## src/rtl/x_bus_pkg.sv

```systemverilog
// Shared types for the X-side SIF bus master: default widths, FSM states
// and the command word that travels through the command FIFO.
package x_bus_pkg;

  localparam int X_AW = 16;
  localparam int X_DW = 16;

  typedef enum logic [1:0] {
    IDLE,
    ACCESS,
    WAIT,
    RESP
  } x_state_e;

  typedef struct packed {
    logic            wr;
    logic [X_AW-1:0] addr;
    logic [X_DW-1:0] wdata;
  } x_cmd_t;

endpackage

```

## src/rtl/x_bus_master_if.sv

```systemverilog
// Command, response and X-bus signals of the bus master, bundled so that the
// master and whatever drives/observes it share one connection.
interface x_bus_master_if
  import x_bus_pkg::*;
#(
  parameter int AW = X_AW,
  parameter int DW = X_DW
);

  logic          cmd_valid;
  logic          cmd_ready;
  logic          cmd_wr;
  logic [AW-1:0] cmd_addr;
  logic [DW-1:0] cmd_wdata;

  logic          rsp_valid;
  logic          rsp_ready;
  logic          rsp_wr;
  logic [DW-1:0] rsp_rdata;

  logic [AW-1:0] xa_addr;
  logic [DW-1:0] xa_data_wr;
  logic          xa_wr_s;
  logic          xa_rd_s;
  logic [DW-1:0] xa_data_rd;

  modport master (
    input  cmd_valid, cmd_wr, cmd_addr, cmd_wdata, rsp_ready, xa_data_rd,
    output cmd_ready, rsp_valid, rsp_wr, rsp_rdata,
    output xa_addr, xa_data_wr, xa_wr_s, xa_rd_s
  );

  modport slave (
    output cmd_valid, cmd_wr, cmd_addr, cmd_wdata, rsp_ready, xa_data_rd,
    input  cmd_ready, rsp_valid, rsp_wr, rsp_rdata,
    input  xa_addr, xa_data_wr, xa_wr_s, xa_rd_s
  );

endinterface

```

## src/rtl/x_cmd_fifo.sv

```systemverilog
// Synchronous FIFO of bus commands. DEPTH must be a power of two so the
// read/write pointers wrap naturally; the level counter tells full from empty.
module x_cmd_fifo
  import x_bus_pkg::*;
#(
  parameter  int DEPTH = 4,
  localparam int PW    = $clog2(DEPTH),
  localparam int LW    = PW + 1
) (
  input  logic          clk,
  input  logic          rst,
  input  logic          push,
  input  logic          pop,
  input  x_cmd_t        din,
  output x_cmd_t        dout,
  output logic          full,
  output logic          empty,
  output logic [LW-1:0] level
);

  x_cmd_t        mem_q [DEPTH];
  x_cmd_t        mem_d [DEPTH];
  logic [PW-1:0] wr_ptr_q, wr_ptr_d;
  logic [PW-1:0] rd_ptr_q, rd_ptr_d;
  logic [LW-1:0] level_q, level_d;
  logic          do_push;
  logic          do_pop;

  assign full    = (level_q == LW'(DEPTH));
  assign empty   = (level_q == '0);
  assign do_push = push && !full;
  assign do_pop  = pop && !empty;
  assign dout    = mem_q[rd_ptr_q];
  assign level   = level_q;

  always_comb begin
    mem_d    = mem_q;
    wr_ptr_d = wr_ptr_q;
    rd_ptr_d = rd_ptr_q;
    level_d  = level_q;
    if (do_push) begin
      mem_d[wr_ptr_q] = din;
      wr_ptr_d        = wr_ptr_q + 1'b1;
    end
    if (do_pop) begin
      rd_ptr_d = rd_ptr_q + 1'b1;
    end
    case ({do_push, do_pop})
      2'b10:   level_d = level_q + 1'b1;
      2'b01:   level_d = level_q - 1'b1;
      default: level_d = level_q;
    endcase
  end

  always_ff @(posedge clk) begin
    if (rst) begin
      wr_ptr_q <= '0;
      rd_ptr_q <= '0;
      level_q  <= '0;
    end else begin
      wr_ptr_q <= wr_ptr_d;
      rd_ptr_q <= rd_ptr_d;
      level_q  <= level_d;
    end
  end

  // Storage needs no reset: an entry is only read after it has been written.
  always_ff @(posedge clk) begin
    mem_q <= mem_d;
  end

endmodule

```

## src/rtl/x_bus_master.sv

```systemverilog
// X-side SIF bus master: queues read/write commands, issues each as a
// one-cycle strobe and returns exactly one response per command, in order.
module x_bus_master
  import x_bus_pkg::*;
#(
  parameter  int AW         = X_AW,
  parameter  int DW         = X_DW,
  parameter  int FIFO_DEPTH = 4,
  parameter  int RD_LAT     = 2,
  localparam int LW         = $clog2(FIFO_DEPTH) + 1
) (
  input  logic          clk,
  input  logic          rst,
  x_bus_master_if.master bus,
  output logic          busy,
  output logic [LW-1:0] fifo_level
);

  localparam int CW = 4;

  x_state_e      state_q, state_d;
  x_cmd_t        cmd_q, cmd_d;
  logic [CW-1:0] cnt_q, cnt_d;
  logic [AW-1:0] xa_addr_q, xa_addr_d;
  logic [DW-1:0] xa_data_wr_q, xa_data_wr_d;
  logic          xa_wr_s_q, xa_wr_s_d;
  logic          xa_rd_s_q, xa_rd_s_d;
  logic          rsp_valid_q, rsp_valid_d;
  logic          rsp_wr_q, rsp_wr_d;
  logic [DW-1:0] rsp_rdata_q, rsp_rdata_d;
  logic          busy_q, busy_d;

  x_cmd_t        fifo_din;
  x_cmd_t        fifo_dout;
  logic          fifo_full;
  logic          fifo_empty;
  logic          fifo_push;
  logic          fifo_pop;
  logic [LW-1:0] level_nxt;

  assign fifo_din   = '{wr:    bus.cmd_wr,
                        addr:  X_AW'(bus.cmd_addr),
                        wdata: X_DW'(bus.cmd_wdata)};
  assign fifo_push  = bus.cmd_valid && !fifo_full;
  assign fifo_pop   = (state_q == IDLE) && !fifo_empty;
  assign level_nxt  = fifo_level + LW'(fifo_push) - LW'(fifo_pop);

  x_cmd_fifo #(.DEPTH(FIFO_DEPTH)) u_fifo (
    .clk   (clk),
    .rst   (rst),
    .push  (fifo_push),
    .pop   (fifo_pop),
    .din   (fifo_din),
    .dout  (fifo_dout),
    .full  (fifo_full),
    .empty (fifo_empty),
    .level (fifo_level)
  );

  // The first RESP cycle (rsp_valid still low) is the read-data capture
  // cycle, which lands it RD_LAT cycles after the visible strobe.
  always_comb begin
    state_d      = state_q;
    cmd_d        = cmd_q;
    cnt_d        = cnt_q;
    xa_addr_d    = xa_addr_q;
    xa_data_wr_d = xa_data_wr_q;
    xa_wr_s_d    = 1'b0;
    xa_rd_s_d    = 1'b0;
    rsp_valid_d  = rsp_valid_q;
    rsp_wr_d     = rsp_wr_q;
    rsp_rdata_d  = rsp_rdata_q;
    case (state_q)
      IDLE: begin
        if (!fifo_empty) begin
          cmd_d   = fifo_dout;
          state_d = ACCESS;
        end
      end
      ACCESS: begin
        xa_addr_d = AW'(cmd_q.addr);
        if (cmd_q.wr) begin
          xa_data_wr_d = DW'(cmd_q.wdata);
          xa_wr_s_d    = 1'b1;
          state_d      = RESP;
        end else begin
          xa_rd_s_d = 1'b1;
          cnt_d     = CW'(RD_LAT - 1);
          state_d   = WAIT;
        end
      end
      WAIT: begin
        if (cnt_q == '0) begin
          state_d = RESP;
        end else begin
          cnt_d = cnt_q - 1'b1;
        end
      end
      RESP: begin
        if (!rsp_valid_q) begin
          rsp_valid_d = 1'b1;
          rsp_wr_d    = cmd_q.wr;
          rsp_rdata_d = cmd_q.wr ? '0 : bus.xa_data_rd;
        end else if (bus.rsp_ready) begin
          rsp_valid_d = 1'b0;
          state_d     = IDLE;
        end
      end
      default: state_d = IDLE;
    endcase
    busy_d = (state_d != IDLE) || (level_nxt != '0);
  end

  always_ff @(posedge clk) begin
    if (rst) begin
      state_q      <= IDLE;
      cmd_q        <= '0;
      cnt_q        <= '0;
      xa_addr_q    <= '0;
      xa_data_wr_q <= '0;
      xa_wr_s_q    <= 1'b0;
      xa_rd_s_q    <= 1'b0;
      rsp_valid_q  <= 1'b0;
      rsp_wr_q     <= 1'b0;
      rsp_rdata_q  <= '0;
      busy_q       <= 1'b0;
    end else begin
      state_q      <= state_d;
      cmd_q        <= cmd_d;
      cnt_q        <= cnt_d;
      xa_addr_q    <= xa_addr_d;
      xa_data_wr_q <= xa_data_wr_d;
      xa_wr_s_q    <= xa_wr_s_d;
      xa_rd_s_q    <= xa_rd_s_d;
      rsp_valid_q  <= rsp_valid_d;
      rsp_wr_q     <= rsp_wr_d;
      rsp_rdata_q  <= rsp_rdata_d;
      busy_q       <= busy_d;
    end
  end

  assign bus.cmd_ready  = !fifo_full;
  assign bus.xa_addr    = xa_addr_q;
  assign bus.xa_data_wr = xa_data_wr_q;
  assign bus.xa_wr_s    = xa_wr_s_q;
  assign bus.xa_rd_s    = xa_rd_s_q;
  assign bus.rsp_valid  = rsp_valid_q;
  assign bus.rsp_wr     = rsp_wr_q;
  assign bus.rsp_rdata  = rsp_rdata_q;
  assign busy           = busy_q;

endmodule
```

## src/flat_wrapper.sv

```systemverilog
// flat-port wrapper written by rule: the top's interface ports become plain ports
module x_bus_master_flat import x_bus_pkg::*;
#(
  parameter  int AW         = X_AW,
  parameter  int DW         = X_DW,
  parameter  int FIFO_DEPTH = 4,
  parameter  int RD_LAT     = 2,
  localparam int LW         = $clog2(FIFO_DEPTH) + 1
)
  (clk, rst, busy, fifo_level, bus_cmd_valid, bus_cmd_wr, bus_cmd_addr, bus_cmd_wdata, bus_rsp_ready, bus_xa_data_rd, bus_cmd_ready, bus_rsp_valid, bus_rsp_wr, bus_rsp_rdata, bus_xa_addr, bus_xa_data_wr, bus_xa_wr_s, bus_xa_rd_s);
  x_bus_master_if #(.AW(AW), .DW(DW)) bus_i ();
  input  logic clk;
  input  logic rst;
  output logic busy;
  output logic [LW-1:0] fifo_level;
  input wire logic [$bits(bus_i.cmd_valid)-1:0] bus_cmd_valid;
  input wire logic [$bits(bus_i.cmd_wr)-1:0] bus_cmd_wr;
  input wire logic [$bits(bus_i.cmd_addr)-1:0] bus_cmd_addr;
  input wire logic [$bits(bus_i.cmd_wdata)-1:0] bus_cmd_wdata;
  input wire logic [$bits(bus_i.rsp_ready)-1:0] bus_rsp_ready;
  input wire logic [$bits(bus_i.xa_data_rd)-1:0] bus_xa_data_rd;
  output wire logic [$bits(bus_i.cmd_ready)-1:0] bus_cmd_ready;
  output wire logic [$bits(bus_i.rsp_valid)-1:0] bus_rsp_valid;
  output wire logic [$bits(bus_i.rsp_wr)-1:0] bus_rsp_wr;
  output wire logic [$bits(bus_i.rsp_rdata)-1:0] bus_rsp_rdata;
  output wire logic [$bits(bus_i.xa_addr)-1:0] bus_xa_addr;
  output wire logic [$bits(bus_i.xa_data_wr)-1:0] bus_xa_data_wr;
  output wire logic [$bits(bus_i.xa_wr_s)-1:0] bus_xa_wr_s;
  output wire logic [$bits(bus_i.xa_rd_s)-1:0] bus_xa_rd_s;
  assign bus_i.cmd_valid = bus_cmd_valid;
  assign bus_i.cmd_wr = bus_cmd_wr;
  assign bus_i.cmd_addr = bus_cmd_addr;
  assign bus_i.cmd_wdata = bus_cmd_wdata;
  assign bus_i.rsp_ready = bus_rsp_ready;
  assign bus_i.xa_data_rd = bus_xa_data_rd;
  assign bus_cmd_ready = bus_i.cmd_ready;
  assign bus_rsp_valid = bus_i.rsp_valid;
  assign bus_rsp_wr = bus_i.rsp_wr;
  assign bus_rsp_rdata = bus_i.rsp_rdata;
  assign bus_xa_addr = bus_i.xa_addr;
  assign bus_xa_data_wr = bus_i.xa_data_wr;
  assign bus_xa_wr_s = bus_i.xa_wr_s;
  assign bus_xa_rd_s = bus_i.xa_rd_s;
  x_bus_master #(.AW(AW), .DW(DW), .FIFO_DEPTH(FIFO_DEPTH), .RD_LAT(RD_LAT)) u_core (.clk(clk), .rst(rst), .bus(bus_i), .busy(busy), .fifo_level(fifo_level));
endmodule
```

## config.mk

```make
export PLATFORM = sky130hd
export DESIGN_NAME = x_bus_master_flat
export DESIGN_NICKNAME = d
export VERILOG_FILES = /design/src/rtl/x_bus_pkg.sv /design/src/rtl/x_bus_master_if.sv /design/src/rtl/x_cmd_fifo.sv /design/src/rtl/x_bus_master.sv /design/src/flat_wrapper.sv
export SDC_FILE = /design/constraint.sdc
export NUM_CORES = 1
export LEC_CHECK = 0
export CAP_MARGIN = 20
export CORE_ASPECT_RATIO = 1.4
export CORE_MARGIN = 5
export CORE_UTILIZATION = 59
export CTS_BUF_LIST = sky130_fd_sc_hd__clkbuf_16
export CTS_CLUSTER_SIZE = 10
export DETAILED_ROUTE_END_ITERATION = 16
export PLACE_DENSITY = 0.88
export SLEW_MARGIN = 20
export SYNTH_ARGS = -nofsm -noshare
export SYNTH_HDL_FRONTEND = slang
export SYNTH_SLANG_ARGS = --single-unit
```

## constraint.sdc

```tcl
create_clock -name clk -period 8.3 [get_ports clk]
set_input_delay 1.66 -clock clk [delete_from_list [all_inputs] [get_ports clk]]
set_output_delay 1.66 -clock clk [all_outputs]
set_load 0.01 [all_outputs]
```

## Word level (Yosys, flattened, before mapping)

Cells that the tools add are included.

| storage, ports and cells | value |
|---|---|
| flip-flop bits (word level) | 231 |
| bits in latches | 0 |
| memory bits (writable) | 0 |
| memory bits (read-only) | 0 |
| bits of input ports | 53 |
| output and inout bits | 57 |
| logic and storage cells | 92 |
| memories | 0 |

| cells by class | value |
|---|---|
| $add $sub $neg | 7 |
| $mul | 0 |
| div/mod/pow operators | 0 |
| order comparisons | 3 |
| eq/ne operators | 8 |
| shifts and indexed selects | 0 |
| mux-type cells | 21 |
| bitwise operators | 5 |
| reductions and logical operators | 20 |

Operator list:

| cell | number |
|---|---|
| $bwmux W132 | 1 |
| $mux W33 | 3 |
| $bmux W33 S2 | 1 |
| $demux W33 S2 | 1 |
| $mux W16 | 1 |
| $mux W2 | 4 |
| $mux W4 | 2 |
| $pmux W2 S4 | 1 |
| $pmux W4 S2 | 1 |
| $eq A2 B2 Y1 const B | 3 |
| $ge A3 B3 Y1 const B | 2 |
| $not A2 Y3 | 2 |
| $pmux W3 S2 | 1 |
| $reduce_and A2 Y1 | 3 |
| $reduce_bool A2 Y1 | 3 |
| $logic_and A1 B1 Y1 | 5 |
| $mux W1 | 5 |
| $add A2 B1 Y2 const B | 2 |
| $eq A2 B1 Y1 const B | 2 |
| $logic_not A4 Y1 | 1 |
| $ne A2 B2 Y1 const B | 2 |
| $sub A4 B1 Y4 const B | 1 |
| $add A3 B1 Y3 | 1 |
| $add A3 B1 Y3 const B | 1 |
| other kinds (12) | 15 |

## Logic depth before layout (Yosys ltp)

| depth | value |
|---|---|
| word-level depth | 7 |
| mapped depth | 14 |

## By module

Synthesis repeated with hierarchy kept, for this count alone.

| unflattened totals | value |
|---|---|
| cell total of the unflattened synthesis | 646 |
| area total of the unflattened synthesis | 8790.9 um^2 |

By module, submodules not included:

| module | instances | cells each | area each (um^2) | seq. area each (um^2) |
|---|---|---|---|---|
| x_cmd_fifo | 1 | 223 | 5308.8 | 4103.9 |
| x_bus_master | 1 | 423 | 3482.1 | 1841.8 |

## Worst setup path after synthesis

No wires, ideal clock.

| timing | value |
|---|---|
| kind | input to register |
| start | in bus_cmd_valid |
| end | reg u_core.busy_q, in the netlist u_core.busy |
| data arrival time | 3.341 ns |
| path slack | 4.832 ns |
| stages | 10 |
| path buffers | 0 |
| cell sequence | and2_4 clkinv_4 ha_1 inv_1 ha_1 fa_1 xnor2_1 xnor2_1 a21oi_1 or3_1 |

| between the ends | value |
|---|---|
| cells in the longest elaborated chain, start to end | 5 |

RTL lines:

| element | line | RTL |
|---|---|---|
| start, declared | flat_wrapper.sv:16 | `input wire logic [$bits(bus_i.cmd_valid)-1:0] bus_cmd_valid;` |
| $logic_and A1 B1 Y1 | x_bus_master.sv:44 | `assign fifo_push = bus.cmd_valid && !fifo_full;` |
| $add A3 B1 Y3 | x_bus_master.sv:46 | `assign level_nxt = fifo_level + LW'(fifo_push) - LW'(fifo_pop);` |
| $sub A3 B1 Y3 | x_bus_master.sv:46 |  |
| $reduce_bool A3 Y1 | x_bus_master.sv:111 | `busy_d = (state_d != IDLE) \|\| (level_nxt != '0);` |
| $logic_or A1 B1 Y1 | x_bus_master.sv:111 |  |
| end signal, assigned | x_bus_master.sv:138 | `busy_q <= busy_d;` |
| end, declared | x_bus_master.sv:31 | `logic busy_q, busy_d;` |

No other way between the ends.
A chain may end at the register's enable or synchronous reset.

## Worst setup path after layout

Same ends and word-level chain as after synthesis.

==> key figures <==
Run status
  • Status: completed

Setup path
  • CP Cell Sequence: clkdlybuf4s50_1, and2_4, clkinv_4, ha_1, inv_1, ha_1, fa_1, xnor2_1, xnor2_1, a21oi_1, or3_1
  • Startpoint Class: input port
  • Critical-path maximum fanout: 5
  • CP max-delay cell: clkdlybuf4s50_1
  • Arrival time of the worst setup path: roughly 4100 ps
  • Critical path type: in2reg
  • R2R depth: 13
  • R2R setup slack: 5130 ps
  • Worst r2r src: u_core.state_q[0]
  • Reg-to-reg endpoint: u_core.busy
  • Crit path largest cell delay: around 540 ps
  • Worst Setup End Kind: flip-flop
  • Worst Path Required: about 8700 ps

Route
  • 1st-pass router iterations: 5
  • Residual DRC: 0
  • M1 WL: ~6900 um
  • Detailed-route wire length: roughly 18000 um
  • WL per Instance: 19.0 um
  • Vias per Instance: 5.66
  • Detailed router's first-iteration violation count: about 410
  • ANT nets after route: 0
  • Vias: about 5300
  • Detail Route met2 WL: roughly 9400 um
  • Max Used Layer: met4
  • Met3 WL: between 1000 and 1500 um

Logic synthesis
  • Syn_area_per_cell: 14.0 sq um
  • Synth Instances: 626
  • Synth cell types: 45
  • YS warnings: 0
  • Top FF cell, synth: edfxtp_1
  • Register bit count reported by yosys: ~230
  • Asr flop ratio synth: 0%
  • Post-Syn Area: 8790 sq um
  • Sequential area share after synthesis: 67.6%
  • Syn_nets: 695
  • EDFF count, synth: 132

Layout
  • Share of layout cells above drive strength 1: under 10%
  • Commonest cells after routing, fill and taps aside: 132 x edfxtp_1, 108 x clkdlybuf4s50_1, 102 x nand2_1
  • Area delta synth->final: 21.3%
  • Most common cell after layout, fill and taps aside: edfxtp_1
  • Layout Cells excl Fill: about 930
  • FILL cells: 898
  • Register Area: 5950 sq um
  • Multi-input logic area: 2570 sq um
  • Final nets: roughly 800
  • Diodes inserted: 0

Clocking
  • Worst-path clk slew: approximately 50 ps
  • Hold buffer count at CTS: 0
  • TritonCTS buffer count: 27
  • Post_cts resized: 0
  • Clock Tree Root: clkbuf_16
  • Clock buffer depth: 3
  • H-tree depth: 1
  • CTS tree: done
  • Clock Latency Late Sink: around 520 ps
  • # Post-CTS Setup Buffers: 0
  • CTS sink count: 231

Floorplan
  • Num rows: 52
  • DIE AREA: 17500 sq um
  • Die Height: 154 um
  • Die W: 113 um
  • Initial Utilization: 60.3%
  • I/O pins: between 100 and 150
  • Core Area: 14600 sq um

Placed design
  • Number of port buffers: 109
  • Setup WS pre-CTS: about 4200 ps
  • Cells after DPL: 889
  • RD Place Congestion: 0.821
  • Hpwl dp: 11000 um

Hold path
  • Worst Hold End: u_core.bus.xa_data_wr[5]
  • Min-delay src: u_core.bus.xa_data_wr[5]
  • Worst min path class: reg2reg
  • Hold path depth: 2

Global route
  • Largest net degree at the start of global routing: 98
  • Grt total ovfl: 0
  • Vias in the first global route: 5516
  • First-pass GRT wire length: 28100 um
  • GRT Overall Usage: 20.2%
  • Initial antenna violation count: 0

Pwr
  • Cell area power density: a little over 300 nW/um^2
  • Total Power: roughly 0.0033 W
  • Peak VDD IR: 0.000204 V
  • Lkg Pwr: approximately 3.7 nW

Timing
  • Fin. Hold Viols: 0
  • RSZ-0062 raised after global routing: false
  • Pins over their slew limit: 0
  • Worst slew pin tran: 1080 ps
  • Setup slack after layout: 4630 ps
  • Period utilization: 44.2%
  • Rel. slew slack: between 20 and 30%
  • Final setup viols: 0
  • Layout Skew: 12.2 ps
  • Fmax: around 270 MHz
  • Final TNS setup: 0 ps
  • Final Critical Period: between 3000 and 4000 ps

Flow run
  • MaxCap Viol Count: 0
worst max-delay path, delay by kind of cell:
kind	cells	cell delay (ps)
compound gates	1	80
simple gates	2	560
buf+inv	3	640
xor+xnor	2	310
fa+ha+maj	3	820
layout make-up:
type	instances	share of cell area, %
Timing Repair Buffer	112	10.4
Inverter	14	0.563
Clock inverter	16	0.657
Sequential cell	231	55.8
Clock buffer	27	6.33
Multi-Input combinational cell	343	24.1
Tap cell	189	2.22
cells by family after synthesis:
kind of cell / synth area share [%]
AO/OA/AOI/OAI: 4.69
XOR/XNOR: 0.896
AND/OR/NAND/NOR: 9.92
adder cells (fa/ha/maj): 2.45
flip-flops: 67.6
multiplexers: 11.3
buffers and inverters: 3.16
worst max-delay path by stage:
stage               slack (ps)     startpoint     endpoint  depth (start not counted)
floorplan                 4830  bus_cmd_valid  u_core.busy                         10
global placement          4200  bus_cmd_valid  u_core.busy                         11
detailed placement        4150  bus_cmd_valid  u_core.busy                         11
CTS                       4650  bus_cmd_valid  u_core.busy                         11
global route              4500  bus_cmd_valid  u_core.busy                         11
finish                    4630  bus_cmd_valid  u_core.busy                         11
layer usage:
layer | vias up | GRT usage, %
met1 | 2578 | 23.9
met4 | 0 | 6.87
met5 | - | 0
li1 | 2463 | -
met2 | 194 | 36.6
met3 | 40 | 4.14
where the power goes:
group	switching, W	internal [W]
Sequential	0.000135	0.00139
Clock	0.000411	0.000580
Combinational	0.000426	0.000365
Total	0.000972	0.00233
state kept, by name, summed over array words and instances (netlist names), 2 cells and up:
name	cells
u_core.bus.xa_addr	16
u_core.bus.rsp_rdata	16
u_core.u_fifo.rd_ptr_q	2
u_core.u_fifo.wr_ptr_q	2
u_core.cmd_q	33
u_core.bus.xa_data_wr	16
u_core.state_q	2
u_core.cnt_q	4
u_core.u_fifo.mem_q	132
u_core.u_fifo.level	3
stage by stage:
stage	hold WS [ps]	cell area, sq um	utilization, %
final	452	10700	73.2
after floorplan	432	8790	-
after detailed placement	447	9920	68.1
after CTS	454	10700	73.2
after global placement	441	9920	68.1
after global routing	472	10700	73.2
cells in the mapped netlist (4+ instances only):
cell | instances | share of area [%]
a21oi_1 | 68 | 3.9
and3_2 | 4 | 0.34
buf_2 | 12 | 0.68
buf_4 | 8 | 0.68
buf_6 | 4 | 0.51
clkbuf_1 | 11 | 0.47
dfxtp_1 | 99 | 23
edfxtp_1 | 132 | 45
ha_1 | 14 | 2.0
inv_1 | 12 | 0.51
mux2i_1 | 17 | 1.9
mux4_1 | 21 | 6.3
mux4_2 | 12 | 3.1
nand2_1 | 102 | 4.4
nor2_1 | 47 | 2.0
nor3b_1 | 17 | 1.5
xnor2_1 | 4 | 0.40
xor2_1 | 5 | 0.50
(Power assumes the default switching activity.)
